**src/rtl/core_lsu_wport.sv**
```systemverilog
// Dcache write port: hit writes, line refill with dirty writeback, uncached
// single-beat accesses and invalidate ops, mastering an AXI-like burst bus.
module core_lsu_wport #(
    parameter  int WAY_CNT  = 2,
    localparam int WAY_BITS = $clog2(WAY_CNT),
    localparam int TAG_W    = 22,
    localparam int RSTATE_W = 77 + WAY_CNT * (1 + 32 + TAG_W),
    localparam int WSTATE_W = 46,
    localparam int WREQ_W   = 72 + WAY_CNT * 5
) (
    input  logic                clk,
    input  logic                rst_n,
    input  logic [RSTATE_W-1:0] rstate_i,
    output logic [WSTATE_W-1:0] wstate_o,
    output logic [WREQ_W-1:0]   wreq_o,
    output logic                ar_valid_o,
    input  logic                ar_ready_i,
    output logic [31:0]         ar_addr_o,
    output logic [7:0]          ar_len_o,
    output logic [1:0]          ar_size_o,
    output logic                aw_valid_o,
    input  logic                aw_ready_i,
    output logic [31:0]         aw_addr_o,
    output logic [7:0]          aw_len_o,
    output logic [1:0]          aw_size_o,
    output logic                w_valid_o,
    input  logic                w_ready_i,
    output logic [31:0]         w_data_o,
    output logic [3:0]          w_strb_o,
    output logic                w_last_o,
    input  logic                b_valid_i,
    input  logic                r_valid_i,
    input  logic [31:0]         r_data_i,
    input  logic                r_last_i
);

    typedef struct packed {
        logic        valid;
        logic        dirty;
        logic [19:0] tag;
    } dcache_tag_t;

    typedef struct packed {
        logic                     cache_refill_valid;
        logic                     miss_write_req_valid;
        logic                     uncached_read;
        logic                     uncached_write_valid;
        logic                     hit_write_req_valid;
        logic                     cache_op_inv;
        logic                     cache_op_invwb;
        logic [31:0]              addr;
        logic [1:0]               rwsize;
        logic [WAY_CNT-1:0]       wsel;
        logic [3:0]               wstrobe;
        logic [31:0]              wdata;
        logic [WAY_CNT-1:0][31:0] rdata;
        dcache_tag_t [WAY_CNT-1:0] tag_rdata;
    } rport_state_t;

    typedef struct packed {
        logic        dram_take_over;
        logic [9:0]  data_raddr;
        logic        read_ready;
        logic [31:0] rdata;
        logic        uop_ready;
        logic        uncached_write_ready;
    } wport_state_t;

    typedef struct packed {
        logic [9:0]              data_waddr;
        logic [WAY_CNT-1:0][3:0] data_we;
        logic [31:0]             data_wdata;
        logic [7:0]              tag_waddr;
        logic [WAY_CNT-1:0]      tag_we;
        dcache_tag_t             tag_wdata;
    } wport_wreq_t;

    typedef enum logic [3:0] {
        IDLE, WB_RD, WB_AW, WB_W, WB_B, RF_AR, RF_R, RF_TAG,
        UC_AR, UC_R, UC_AW, UC_W, UC_B, INV
    } state_e;

    typedef enum logic [2:0] {
        OP_RF_RD, OP_RF_WR, OP_UC_RD, OP_UC_WR, OP_INV, OP_INVWB
    } op_e;

    rport_state_t rs;
    wport_state_t ws;
    wport_wreq_t  wr;

    assign rs       = rstate_i;
    assign wstate_o = ws;
    assign wreq_o   = wr;

    state_e              state_q, state_d;
    op_e                 op_q, op_d;
    logic [WAY_BITS-1:0] way_q, way_d;
    logic [WAY_BITS-1:0] rr_q, rr_d;
    logic [2:0]          cnt_q, cnt_d;
    logic [31:0]         addr_q, addr_d;
    logic [1:0]          rwsize_q, rwsize_d;
    logic [3:0]          wstrobe_q, wstrobe_d;
    logic [31:0]         wdata_q, wdata_d;
    logic [19:0]         vtag_q, vtag_d;
    logic [3:0][31:0]    line_q, line_d;
    logic [31:0]         word_q, word_d;

    logic [WAY_BITS-1:0] victim;
    logic [WAY_BITS-1:0] inv_way;
    dcache_tag_t         victim_tag;
    dcache_tag_t         inv_tag;
    logic                req_inv;
    logic                req_refill;
    logic [31:0]         merged;

    assign req_inv    = rs.cache_op_inv | rs.cache_op_invwb;
    assign req_refill = rs.cache_refill_valid | rs.miss_write_req_valid;
    assign inv_way    = rs.addr[WAY_BITS-1:0];
    assign inv_tag    = rs.tag_rdata[inv_way];
    assign victim_tag = rs.tag_rdata[victim];

    // Lowest-index invalid way wins; descending loop leaves the lowest one last.
    always_comb begin
        victim = rr_q;
        for (int w = WAY_CNT - 1; w >= 0; w--) begin
            if (!rs.tag_rdata[w].valid) victim = WAY_BITS'(w);
        end
    end

    always_comb begin
        merged = r_data_i;
        for (int b = 0; b < 4; b++) begin
            if (wstrobe_q[b]) merged[8*b +: 8] = wdata_q[8*b +: 8];
        end
    end

    // NOTE: every signal written here gets a default first, so no path infers a latch.
    always_comb begin
        state_d   = state_q;
        op_d      = op_q;
        way_d     = way_q;
        rr_d      = rr_q;
        cnt_d     = cnt_q;
        addr_d    = addr_q;
        rwsize_d  = rwsize_q;
        wstrobe_d = wstrobe_q;
        wdata_d   = wdata_q;
        vtag_d    = vtag_q;
        line_d    = line_q;
        word_d    = word_q;
        unique case (state_q)
            IDLE: begin
                if (req_inv || req_refill || rs.uncached_read || rs.uncached_write_valid) begin
                    addr_d    = rs.addr;
                    rwsize_d  = rs.rwsize;
                    wstrobe_d = rs.wstrobe;
                    wdata_d   = rs.wdata;
                    cnt_d     = '0;
                    if (req_inv) begin
                        op_d    = rs.cache_op_invwb ? OP_INVWB : OP_INV;
                        way_d   = inv_way;
                        vtag_d  = inv_tag.tag;
                        state_d = (rs.cache_op_invwb && inv_tag.valid && inv_tag.dirty) ? WB_RD : INV;
                    end else if (req_refill) begin
                        op_d    = rs.miss_write_req_valid ? OP_RF_WR : OP_RF_RD;
                        way_d   = victim;
                        vtag_d  = victim_tag.tag;
                        rr_d    = rr_q + WAY_BITS'(1);
                        state_d = (victim_tag.valid && victim_tag.dirty) ? WB_RD : RF_AR;
                    end else if (rs.uncached_read) begin
                        op_d    = OP_UC_RD;
                        state_d = UC_AR;
                    end else begin
                        op_d    = OP_UC_WR;
                        state_d = UC_AW;
                    end
                end
            end
            WB_RD: begin
                // Array read data lags the address by one cycle.
                if (cnt_q != 3'd0) line_d[cnt_q[1:0] - 2'd1] = rs.rdata[way_q];
                cnt_d = cnt_q + 3'd1;
                if (cnt_q == 3'd4) begin
                    cnt_d   = '0;
                    state_d = WB_AW;
                end
            end
            WB_AW: if (aw_ready_i) state_d = WB_W;
            WB_W: begin
                if (w_ready_i) begin
                    cnt_d = cnt_q + 3'd1;
                    if (cnt_q[1:0] == 2'd3) begin
                        cnt_d   = '0;
                        state_d = WB_B;
                    end
                end
            end
            WB_B:   if (b_valid_i) state_d = (op_q == OP_INVWB) ? INV : RF_AR;
            RF_AR: begin
                if (ar_ready_i) begin
                    cnt_d   = '0;
                    state_d = RF_R;
                end
            end
            RF_R: begin
                if (r_valid_i) begin
                    cnt_d = cnt_q + 3'd1;
                    if (cnt_q[1:0] == addr_q[3:2]) word_d = r_data_i;
                    if (r_last_i) state_d = RF_TAG;
                end
            end
            RF_TAG: state_d = IDLE;
            INV:    state_d = IDLE;
            UC_AR:  if (ar_ready_i) state_d = UC_R;
            UC_R:   if (r_valid_i) state_d = IDLE;
            UC_AW:  if (aw_ready_i) state_d = UC_W;
            UC_W:   if (w_ready_i) state_d = UC_B;
            UC_B:   if (b_valid_i) state_d = IDLE;
            default: state_d = IDLE;
        endcase
    end

    always_comb begin
        ws         = '0;
        wr         = '0;
        ar_valid_o = 1'b0;
        ar_addr_o  = '0;
        ar_len_o   = '0;
        ar_size_o  = '0;
        aw_valid_o = 1'b0;
        aw_addr_o  = '0;
        aw_len_o   = '0;
        aw_size_o  = '0;
        w_valid_o  = 1'b0;
        w_data_o   = '0;
        w_strb_o   = '0;
        w_last_o   = 1'b0;

        if (rs.hit_write_req_valid && (state_q inside {IDLE, UC_AR, UC_R, UC_AW, UC_W, UC_B})) begin
            for (int w = 0; w < WAY_CNT; w++) begin
                wr.data_we[w] = rs.wsel[w] ? rs.wstrobe : 4'h0;
            end
            wr.data_waddr = rs.addr[11:2];
            wr.data_wdata = rs.wdata;
            wr.tag_we     = rs.wsel;
            wr.tag_waddr  = rs.addr[11:4];
            wr.tag_wdata  = '{valid: 1'b1, dirty: 1'b1, tag: rs.addr[31:12]};
        end

        unique case (state_q)
            IDLE: ws.uncached_write_ready = !req_inv && !req_refill && !rs.uncached_read;
            WB_RD: begin
                if (!cnt_q[2]) begin
                    ws.dram_take_over = 1'b1;
                    ws.data_raddr     = {addr_q[11:4], cnt_q[1:0]};
                end
            end
            WB_AW: begin
                aw_valid_o = 1'b1;
                aw_addr_o  = {vtag_q, addr_q[11:4], 4'b0};
                aw_len_o   = 8'd3;
                aw_size_o  = 2'd2;
            end
            WB_W: begin
                w_valid_o = 1'b1;
                w_data_o  = line_q[cnt_q[1:0]];
                w_strb_o  = 4'hF;
                w_last_o  = (cnt_q[1:0] == 2'd3);
            end
            RF_AR: begin
                ar_valid_o = 1'b1;
                ar_addr_o  = {addr_q[31:4], 4'b0};
                ar_len_o   = 8'd3;
                ar_size_o  = 2'd2;
            end
            RF_R: begin
                if (r_valid_i) begin
                    wr.data_we[way_q] = 4'hF;
                    wr.data_waddr     = {addr_q[11:4], cnt_q[1:0]};
                    wr.data_wdata     = (op_q == OP_RF_WR && cnt_q[1:0] == addr_q[3:2]) ? merged : r_data_i;
                end
            end
            RF_TAG: begin
                wr.tag_we[way_q] = 1'b1;
                wr.tag_waddr     = addr_q[11:4];
                wr.tag_wdata     = '{valid: 1'b1, dirty: (op_q == OP_RF_WR), tag: addr_q[31:12]};
                ws.uop_ready     = 1'b1;
                if (op_q == OP_RF_RD) begin
                    ws.read_ready = 1'b1;
                    ws.rdata      = word_q;
                end
            end
            INV: begin
                wr.tag_we[way_q] = 1'b1;
                wr.tag_waddr     = addr_q[11:4];
                ws.uop_ready     = 1'b1;
            end
            UC_AR: begin
                ar_valid_o = 1'b1;
                ar_addr_o  = addr_q;
                ar_size_o  = rwsize_q;
            end
            UC_R: begin
                if (r_valid_i) begin
                    ws.read_ready = 1'b1;
                    ws.rdata      = r_data_i;
                end
            end
            UC_AW: begin
                aw_valid_o = 1'b1;
                aw_addr_o  = addr_q;
                aw_size_o  = rwsize_q;
            end
            UC_W: begin
                w_valid_o = 1'b1;
                w_data_o  = wdata_q;
                w_strb_o  = wstrobe_q;
                w_last_o  = 1'b1;
            end
            default: ;
        endcase
    end

    // NOTE: sequential state uses non-blocking assignments so all flops update together.
    always_ff @(posedge clk) begin
        if (!rst_n) begin
            state_q <= IDLE;
            op_q    <= OP_RF_RD;
            way_q   <= '0;
            rr_q    <= '0;
            cnt_q   <= '0;
        end else begin
            state_q <= state_d;
            op_q    <= op_d;
            way_q   <= way_d;
            rr_q    <= rr_d;
            cnt_q   <= cnt_d;
        end
    end

    // NOTE: payload and line-buffer registers are never read before being loaded, so they carry no reset.
    always_ff @(posedge clk) begin
        addr_q    <= addr_d;
        rwsize_q  <= rwsize_d;
        wstrobe_q <= wstrobe_d;
        wdata_q   <= wdata_d;
        vtag_q    <= vtag_d;
        line_q    <= line_d;
        word_q    <= word_d;
    end

endmodule

```
**config.mk**
```make
export PLATFORM = sky130hd
export DESIGN_NAME = core_lsu_wport
export DESIGN_NICKNAME = d
export VERILOG_FILES = /design/src/rtl/core_lsu_wport.sv
export SDC_FILE = /design/constraint.sdc
export NUM_CORES = 1
export LEC_CHECK = 0
export ABC_CLOCK_PERIOD_IN_PS = 4800
export CORE_MARGIN = 2
export CORE_UTILIZATION = 25
export CTS_CLUSTER_SIZE = 40
export DETAILED_ROUTE_END_ITERATION = 16
export PLACE_DENSITY = 0.47
export SLEW_MARGIN = 30
export SYNTH_ARGS = -nofsm -noshare
export SYNTH_HDL_FRONTEND = slang
export SYNTH_SLANG_ARGS = --single-unit
```
**constraint.sdc**
```tcl
create_clock -name clk -period 4.8 [get_ports clk]
set_input_delay 0.48 -clock clk [delete_from_list [all_inputs] [get_ports clk]]
set_output_delay 0.48 -clock clk [all_outputs]
set_load 0.1 [all_outputs]
```
==> results.txt, run 1 <==
----------------------------------------------------
[Run status]
  Run status ... finished clean

[CTS]
  CTS resizes ... 0
  H-tree level count ... 2
  # hold bufs at CTS ... 0
  Maximum root-to-sink buffer count ... 3
  Later-pin clock latency in the skew report ... 0.54 ns
  Total clock buffers created by CTS ... 34
  Count of clock tree sinks ... 262
  Clock tree from TritonCTS ... yes
  Cell chosen for the clock root ... sky130_fd_sc_hd__clkbuf_16
  Post-CTS setup-driven buffer insertion count ... 0
  CTS clock-pin slew for the worst setup and hold paths ... 0.06 ns

[Synthesis]
  Per-instance average area after synthesis ... 14.59 um^2
  Most used flip-flop cell after synthesis ... sky130_fd_sc_hd__edfxtp_1
  Count of yosys warnings during synthesis ... 0
  Post-synthesis register bit count ... 262
  Post-synth EDFFs ... 250
  Number of distinct library cell variants in the gate-level netlist after synthesis ... 66
  Post-synthesis cell type with the largest combined area ... sky130_fd_sc_hd__edfxtp_1
  Share of synthesized flip-flops with an asynchronous set or reset ... 0%
  Cell area after synthesis ... 12,680 um^2
  Dominant cells by area after synthesis ... sky130_fd_sc_hd__edfxtp_1, sky130_fd_sc_hd__a22o_1, sky130_fd_sc_hd__mux4_2
  Gate count after technology mapping ... 869
  Share of the synthesized area in the top cell type ... 59.19%
  Proportion of synthesized chip area in sequential cells ... 61.09%

[Cells and area]
  Most used cells in the layout excluding fill and tap cells ... sky130_fd_sc_hd__clkdlybuf4s50_1, sky130_fd_sc_hd__edfxtp_1, sky130_fd_sc_hd__buf_4
  Most frequent standard cell in the layout excluding fill and tap cells ... sky130_fd_sc_hd__clkdlybuf4s50_1
  Area Growth Syn to Fin ... 48.33%
  Ratio of cells with drive above 1 in the final layout ... 29.22%
  Post-layout nets ... 1,560
  Non-Filler Cell Area, Final ... 18,810 um^2
  Fillers ... 4,880

[Power]
  Final total power ... 12.38 mW
  Leakage ... 7.115 nW
  Cell area power density ... 658.1 nW/um^2
  Maximum vdd drop ... 269.4 uV

[Die]
  Die boundary width ... 229.2 um
  Starting utilization of the core area ... 25.33%
  Vertical die dimension ... 229.2 um
  Io pins ... 479
  Total number of placement rows ... 82
  Total Die Area ... 52,550 um^2
  Core Box Area ... 50,070 um^2

[Timing]
  Final total negative setup slack ... 0 ns
  Period minus WS final ... 4.253 ns
  Number of max-slew violations in the final report ... 0
  Number of hold violations in the final report ... 0
  Maximum clock rate ... 235.1 MHz
  RSZ-0062 raised after global routing ... no
  Relative max-transition margin ... 31.41%
  Worst clock skew ... 0.01632 ns
  Final cycle utilization of the critical path ... 88.60%
  Number of setup violations in the final report ... 0
  Slew @ Worst Pin ... 1.026 ns

[Drt]
  Routed wire per std cell ... 23.80 um
  Final WL ... 48,210 um
  Router iterations before antenna repair ... 5
  DRC violations left ... 0
  Vias per std cell ... 4.686
  Violation count after the first detailed-route iteration ... 570
  Antenna viol nets, final ... 0
  Total number of vias ... 9,494

[Hold path]
  Beginning of the worst hold path ... cnt_q[0]
  Classification of the worst-slack hold path ... reg2reg
  Worst Hold Path EP ... cnt_q[0]
  Worst Hold Depth ... 2

[Setup path]
  Setup CP Type ... reg2out
  R2r worst-path depth ... 4
  Element type at the critical path start ... flop
  Endpoint class of the critical path ... output pin
  Worst reg2reg path endpoint ... word_q[11]
  Worst path required time ... 4.32 ns
  Worst reg2reg path startpoint ... state_q[2]
  Crit path max fanout ... 33
  Reg2Reg Setup Slack ... 2.01 ns
  CP arrival ... 3.77 ns

[GRT]
  Maximum number of pins on one net before global-route repair ... 57
  Number of global-route vias before repair ... 9,694
  Gr usage total ... 17.84%
  Initial antenna violation count ... 5
  GRT Residual Overflow ... 0
  Wire length of the first global-routing pass ... 69,210 um

[Place]
  HPWL after DPL ... 33,930 um
  Final estimated routing congestion in global placement ... 0.8571
  Number of port buffers ... 466
  Placed standard-cell area ... 17,570 um^2

[Flow run]
  Max-cap violations ... 0

----------------------------------------------------
-- worst max-delay path, stage by stage, from the launching register on --
cell and delay, ns:
sky130_fd_sc_hd__dfxtp_1 0.81, sky130_fd_sc_hd__inv_1 0.41, sky130_fd_sc_hd__nor2_1 0.55, sky130_fd_sc_hd__and3_2 0.88
sky130_fd_sc_hd__a22o_1 0.25, sky130_fd_sc_hd__buf_4 0.29
-- layout make-up --
cell class                 count  area [um^2]  share of cell area (%)
clock inverter                22        334.1                   1.776
sequential                   262         7754                   41.22
multi-input combinational    531         4589                   24.40
antenna                        2        5.005                 0.02660
tap                          672        840.8                   4.470
inverter                      11        41.29                  0.2195
clock buffer                  39        900.9                   4.789
timing repair buffer         487         4347                   23.11
-- through the flow --
stage / utilization, % / cells / setup slack [ns] / hold WS, ns
6_report: 37.57 / 2026 / 0.5470 / 0.5004
5_1_grt: 37.57 / 2026 / 0.3671 / 0.4940
4_1_cts: 37.56 / 2024 / 0.5486 / 0.4749
3_5_place_dp: 35.10 / 1963 / 1.145 / 0.4920
3_3_place_gp: 35.10 / 1963 / 1.262 / 0.4947
2_1_floorplan: - / 880 / 0.8075 / 0.4990
-- logic make-up (layout without fill, tap and decap cells) --
group,after synthesis,after routing,share of synthesized area [%]
flops,262,262,61.09
mux,122,122,13.31
fa+ha+maj,7,7,0.6709
buf+inv,87,559,3.631
xor+xnor,4,4,0.2763
simple gates,182,182,8.278
compound gates,204,204,12.72
other cells,1,14,0.02957
-- power by group --
part           switching (mW)  internal, mW  total (mW)
Combinational            4.68          1.44        6.12
Clock                    1.05          1.79        2.84
Sequential              0.309          3.11        3.42
Total                    6.04          6.34        12.4
-- synthesized netlist by cell type (all sizes together), types with 2 or more instances --
master,number
a211oi,6
a21o,2
a21oi,9
a22o,121
a31o,4
a31oi,2
a32o,4
and2,47
and3,17
and3b,2
buf,54
clkbuf,22
dfxtp,12
edfxtp,250
ha,6
inv,10
mux2,53
mux2i,37
mux4,32
nand2,53
nand2b,3
nand3,3
nand3b,2
nand4,3
nor2,21
nor2b,4
nor3,10
nor3b,3
nor4,5
o2111ai,2
o21a,6
o21ai,39
o21bai,2
or2,2
or3b,3
xor2,3
-- how the worst max path moves through the flow --
stage                          start            to
after detailed placement  state_q[3]  wstate_o[13]
final                     state_q[3]  wstate_o[13]
after CTS                 state_q[3]   wstate_o[9]
after global placement    state_q[0]  wstate_o[45]
after floorplan              op_q[0]    wreq_o[32]
after global routing      state_q[3]  wstate_o[25]
-- layer usage --
layer,part of all wire (%),GRT usage (%),vias to the layer above
met5,0.050,0,-
met4,2.9,6.311,4
met3,4.7,3.324,76
met2,49,29.69,297
met1,43,23.22,4765
li1,-,-,4352
-- registers in the layout (all words and copies together), names as in the netlist --
register   count
vtag_q        20
addr_q        32
way_q          1
op_q           3
rwsize_q       2
line_q       128
wdata_q       32
wstrobe_q      4
rr_q           1
cnt_q          3
word_q        32
state_q        4
Note: power is estimated with default switching activity, not from simulation.
==> inputs of run 2 (changes only) <==
--- a/config.mk
+++ b/config.mk
@@ -6,11 +6,11 @@
 export NUM_CORES = 1
 export LEC_CHECK = 0
 export ABC_CLOCK_PERIOD_IN_PS = 4800
-export CORE_MARGIN = 2
-export CORE_UTILIZATION = 25
+export CORE_AREA = 2 2 187 189
 export CTS_CLUSTER_SIZE = 40
 export DETAILED_ROUTE_END_ITERATION = 16
-export PLACE_DENSITY = 0.47
+export DIE_AREA = 0 0 189 191
+export PLACE_DENSITY = 0.66
 export SLEW_MARGIN = 30
 export SYNTH_ARGS = -nofsm -noshare
 export SYNTH_HDL_FRONTEND = slang
==> run 2 against run 1 <==
Effect of this change:
- routed wire length shrank 12%
- flip-flop and latch count is the same
- first-iteration DRC count grew 2.6%
- global-route usage grew 4.8 points
- die area shrank 31%
- utilization grew 16 points
- worst hold slack lost 0.025 ns
- via count grew 0.17%
- non-clock buffer count shrank 5
- critical path depth is the same
- combinational power shrank 3.8%
- largest cell class unchanged
- largest power group unchanged
==> results.txt, run 2 (same netlist as run 1, synthesis figures left out) <==
----------------------------------------------------
[Drt]
  Routed wire per std cell ... 23.68 um
  Final WL ... 42,560 um
  DRC violations left ... 0
  Total number of vias ... 9,510
  Vias per std cell ... 5.292
  Violation count after the first detailed-route iteration ... 585
  Router iterations before antenna repair ... 7
  Antenna viol nets, final ... 0

[Timing]
  Relative max-transition margin ... 31.70%
  Maximum clock rate ... 231.3 MHz
  RSZ-0062 raised after global routing ... no
  Final cycle utilization of the critical path ... 90.05%
  Number of hold violations in the final report ... 0
  Number of setup violations in the final report ... 0
  Worst clock skew ... 0.01603 ns
  Slew @ Worst Pin ... 1.021 ns
  Final total negative setup slack ... 0 ns
  Period minus WS final ... 4.323 ns
  Number of max-slew violations in the final report ... 0

[Power]
  Net switching power ... 5.800 mW
  Leakage ... 6.908 nW
  Maximum vdd drop ... 460.1 uV
  Cell area power density ... 636.0 nW/um^2
  Internal ... 5.854 mW
  Clk pwr share ... 19.3%
  Proportion of power drawn by combinational gates ... 50.6%
  Switching share of total power ... 49.77%
  Reg power frac ... 30.2%

[CTS]
  CTS resizes ... 0
  Maximum root-to-sink buffer count ... 3
  Cell chosen for the clock root ... sky130_fd_sc_hd__clkbuf_16
  Total clock buffers created by CTS ... 30
  Count of clock tree sinks ... 262
  Post-CTS setup-driven buffer insertion count ... 0
  Later-pin clock latency in the skew report ... 0.56 ns
  # hold bufs at CTS ... 0
  Clock tree from TritonCTS ... yes
  CTS clock-pin slew for the worst setup and hold paths ... 0.06 ns
  H-tree level count ... 1

[Die]
  Core Box Area ... 34,120 um^2
  Die boundary width ... 189 um
  Starting utilization of the core area ... 37.17%
  Vertical die dimension ... 191 um
  Io pins ... 479
  Total number of placement rows ... 68
  Total Die Area ... 36,100 um^2

[Place]
  Final estimated routing congestion in global placement ... 0.8525
  Number of port buffers ... 466
  Placed standard-cell area ... 17,330 um^2
  HPWL after DPL ... 29,860 um

[GRT]
  Maximum number of pins on one net before global-route repair ... 83
  GRT Residual Overflow ... 0
  Wire length of the first global-routing pass ... 61,540 um
  Gr usage total ... 22.64%
  Number of global-route vias before repair ... 9,417
  Initial antenna violation count ... 1

[Setup path]
  Worst reg2reg path startpoint ... state_q[2]
  Crit path max fanout ... 33
  Setup CP Type ... reg2out
  Element type at the critical path start ... flop
  Slowest-stage cell, CP ... sky130_fd_sc_hd__and3_2
  Worst path required time ... 4.32 ns
  R2r worst-path depth ... 3
  Endpoint class of the critical path ... output pin
  Cells along the critical path ... inv_1, nor2_1, and3_2, a22o_1, buf_4
  Bufs and invs on worst path ... 2
  Reg2Reg Setup Slack ... 1.72 ns
  Critical Path Max Stage Delay ... 0.89 ns
  WP depth ... 5
  Worst Setup SP ... state_q[3]
  Top cell family by delay on the critical path ... simple AND/OR/NAND/NOR gates
  CP arrival ... 3.84 ns
  Crit path capture ... wstate_o[23]
  Worst reg2reg path endpoint ... wdata_q[5]

[Cells and area]
  Largest register FFs ... 128
  Post-layout nets ... 1,551
  Most frequent standard cell in the layout excluding fill and tap cells ... sky130_fd_sc_hd__clkdlybuf4s50_1
  Fillers ... 2,905
  Area Growth Syn to Fin ... 44.48%
  Ratio of cells with drive above 1 in the final layout ... 26.40%
  Utilization after layout ... 53.71%
  Register ranked first by flip-flop count ... line_q
  Non-Filler Cell Area, Final ... 18,320 um^2
  Most used cells in the layout excluding fill and tap cells ... sky130_fd_sc_hd__clkdlybuf4s50_1, sky130_fd_sc_hd__edfxtp_1, sky130_fd_sc_hd__buf_4
  Total area of multi-input combinational cells ... 4587 um^2
  Register Area ... 7755 um^2

[Hold path]
  Beginning of the worst hold path ... rstate_i[146]
  Classification of the worst-slack hold path ... in2reg

[Run status]
  Run status ... finished clean

[Flow run]
  Max-cap violations ... 0

----------------------------------------------------
## run 2: changes by cell type in the layout (fill, tap and decap cells not counted), moves of 5 or more
cell,change
sky130_fd_sc_hd__clkbuf_1,+6
sky130_fd_sc_hd__clkdlybuf4s50_1,+24
sky130_fd_sc_hd__clkbuf_16,-5
sky130_fd_sc_hd__bufinv_16,-5
sky130_fd_sc_hd__buf_4,-29
## run 2: per-layer routing
| metal | wire (um) | track usage, % | vias to the layer above |
|---|---|---|---|
| met1 | 18520 | 31.08 | 4775 |
| met5 | 0 | 0 | - |
| met4 | 942 | 5.589 | 0 |
| met2 | 20930 | 37.84 | 360 |
| li1 | - | - | 4323 |
| met3 | 2175 | 3.341 | 52 |
## run 2: final cells by class
type	instances	share of cell area, %
Sequential cell	262	42.32
Multi-Input combinational cell	531	25.03
Timing Repair Buffer	482	24.09
Tap cell	455	3.107
Clock buffer	39	4.281
Antenna cell	1	0.01366
Inverter	11	0.2253
Clock inverter	16	0.9286
## run 2: how the worst min path moves through the flow
stage,to,cells past startpoint
2_1_floorplan,op_q[1],2
3_3_place_gp,op_q[0],2
3_5_place_dp,rr_q,2
4_1_cts,rwsize_q[0],1
5_1_grt,rwsize_q[0],1
6_report,rwsize_q[0],1
## run 2: stage by stage
stage	std cells	total power, mW	worst slack (ns)	hold WS (ns)
floorplan	880	7.928	0.8075	0.4990
CTS	1795	11.70	0.5070	0.4460
global route	1797	12.05	0.2987	0.4562
global placement	1739	9.411	1.133	0.5352
finish	1797	11.65	0.4775	0.4755
detailed placement	1740	9.446	1.096	0.5457
## run 2: power by group through the flow
stage                     clock, mW  sequential [mW]  combinational, mW
after floorplan                   0             3.30               4.63
after global placement            0             3.54               5.87
after detailed placement          0             3.56               5.88
after CTS                      2.29             3.52               5.89
after global routing           2.38             3.58               6.10
final                          2.24             3.52               5.89
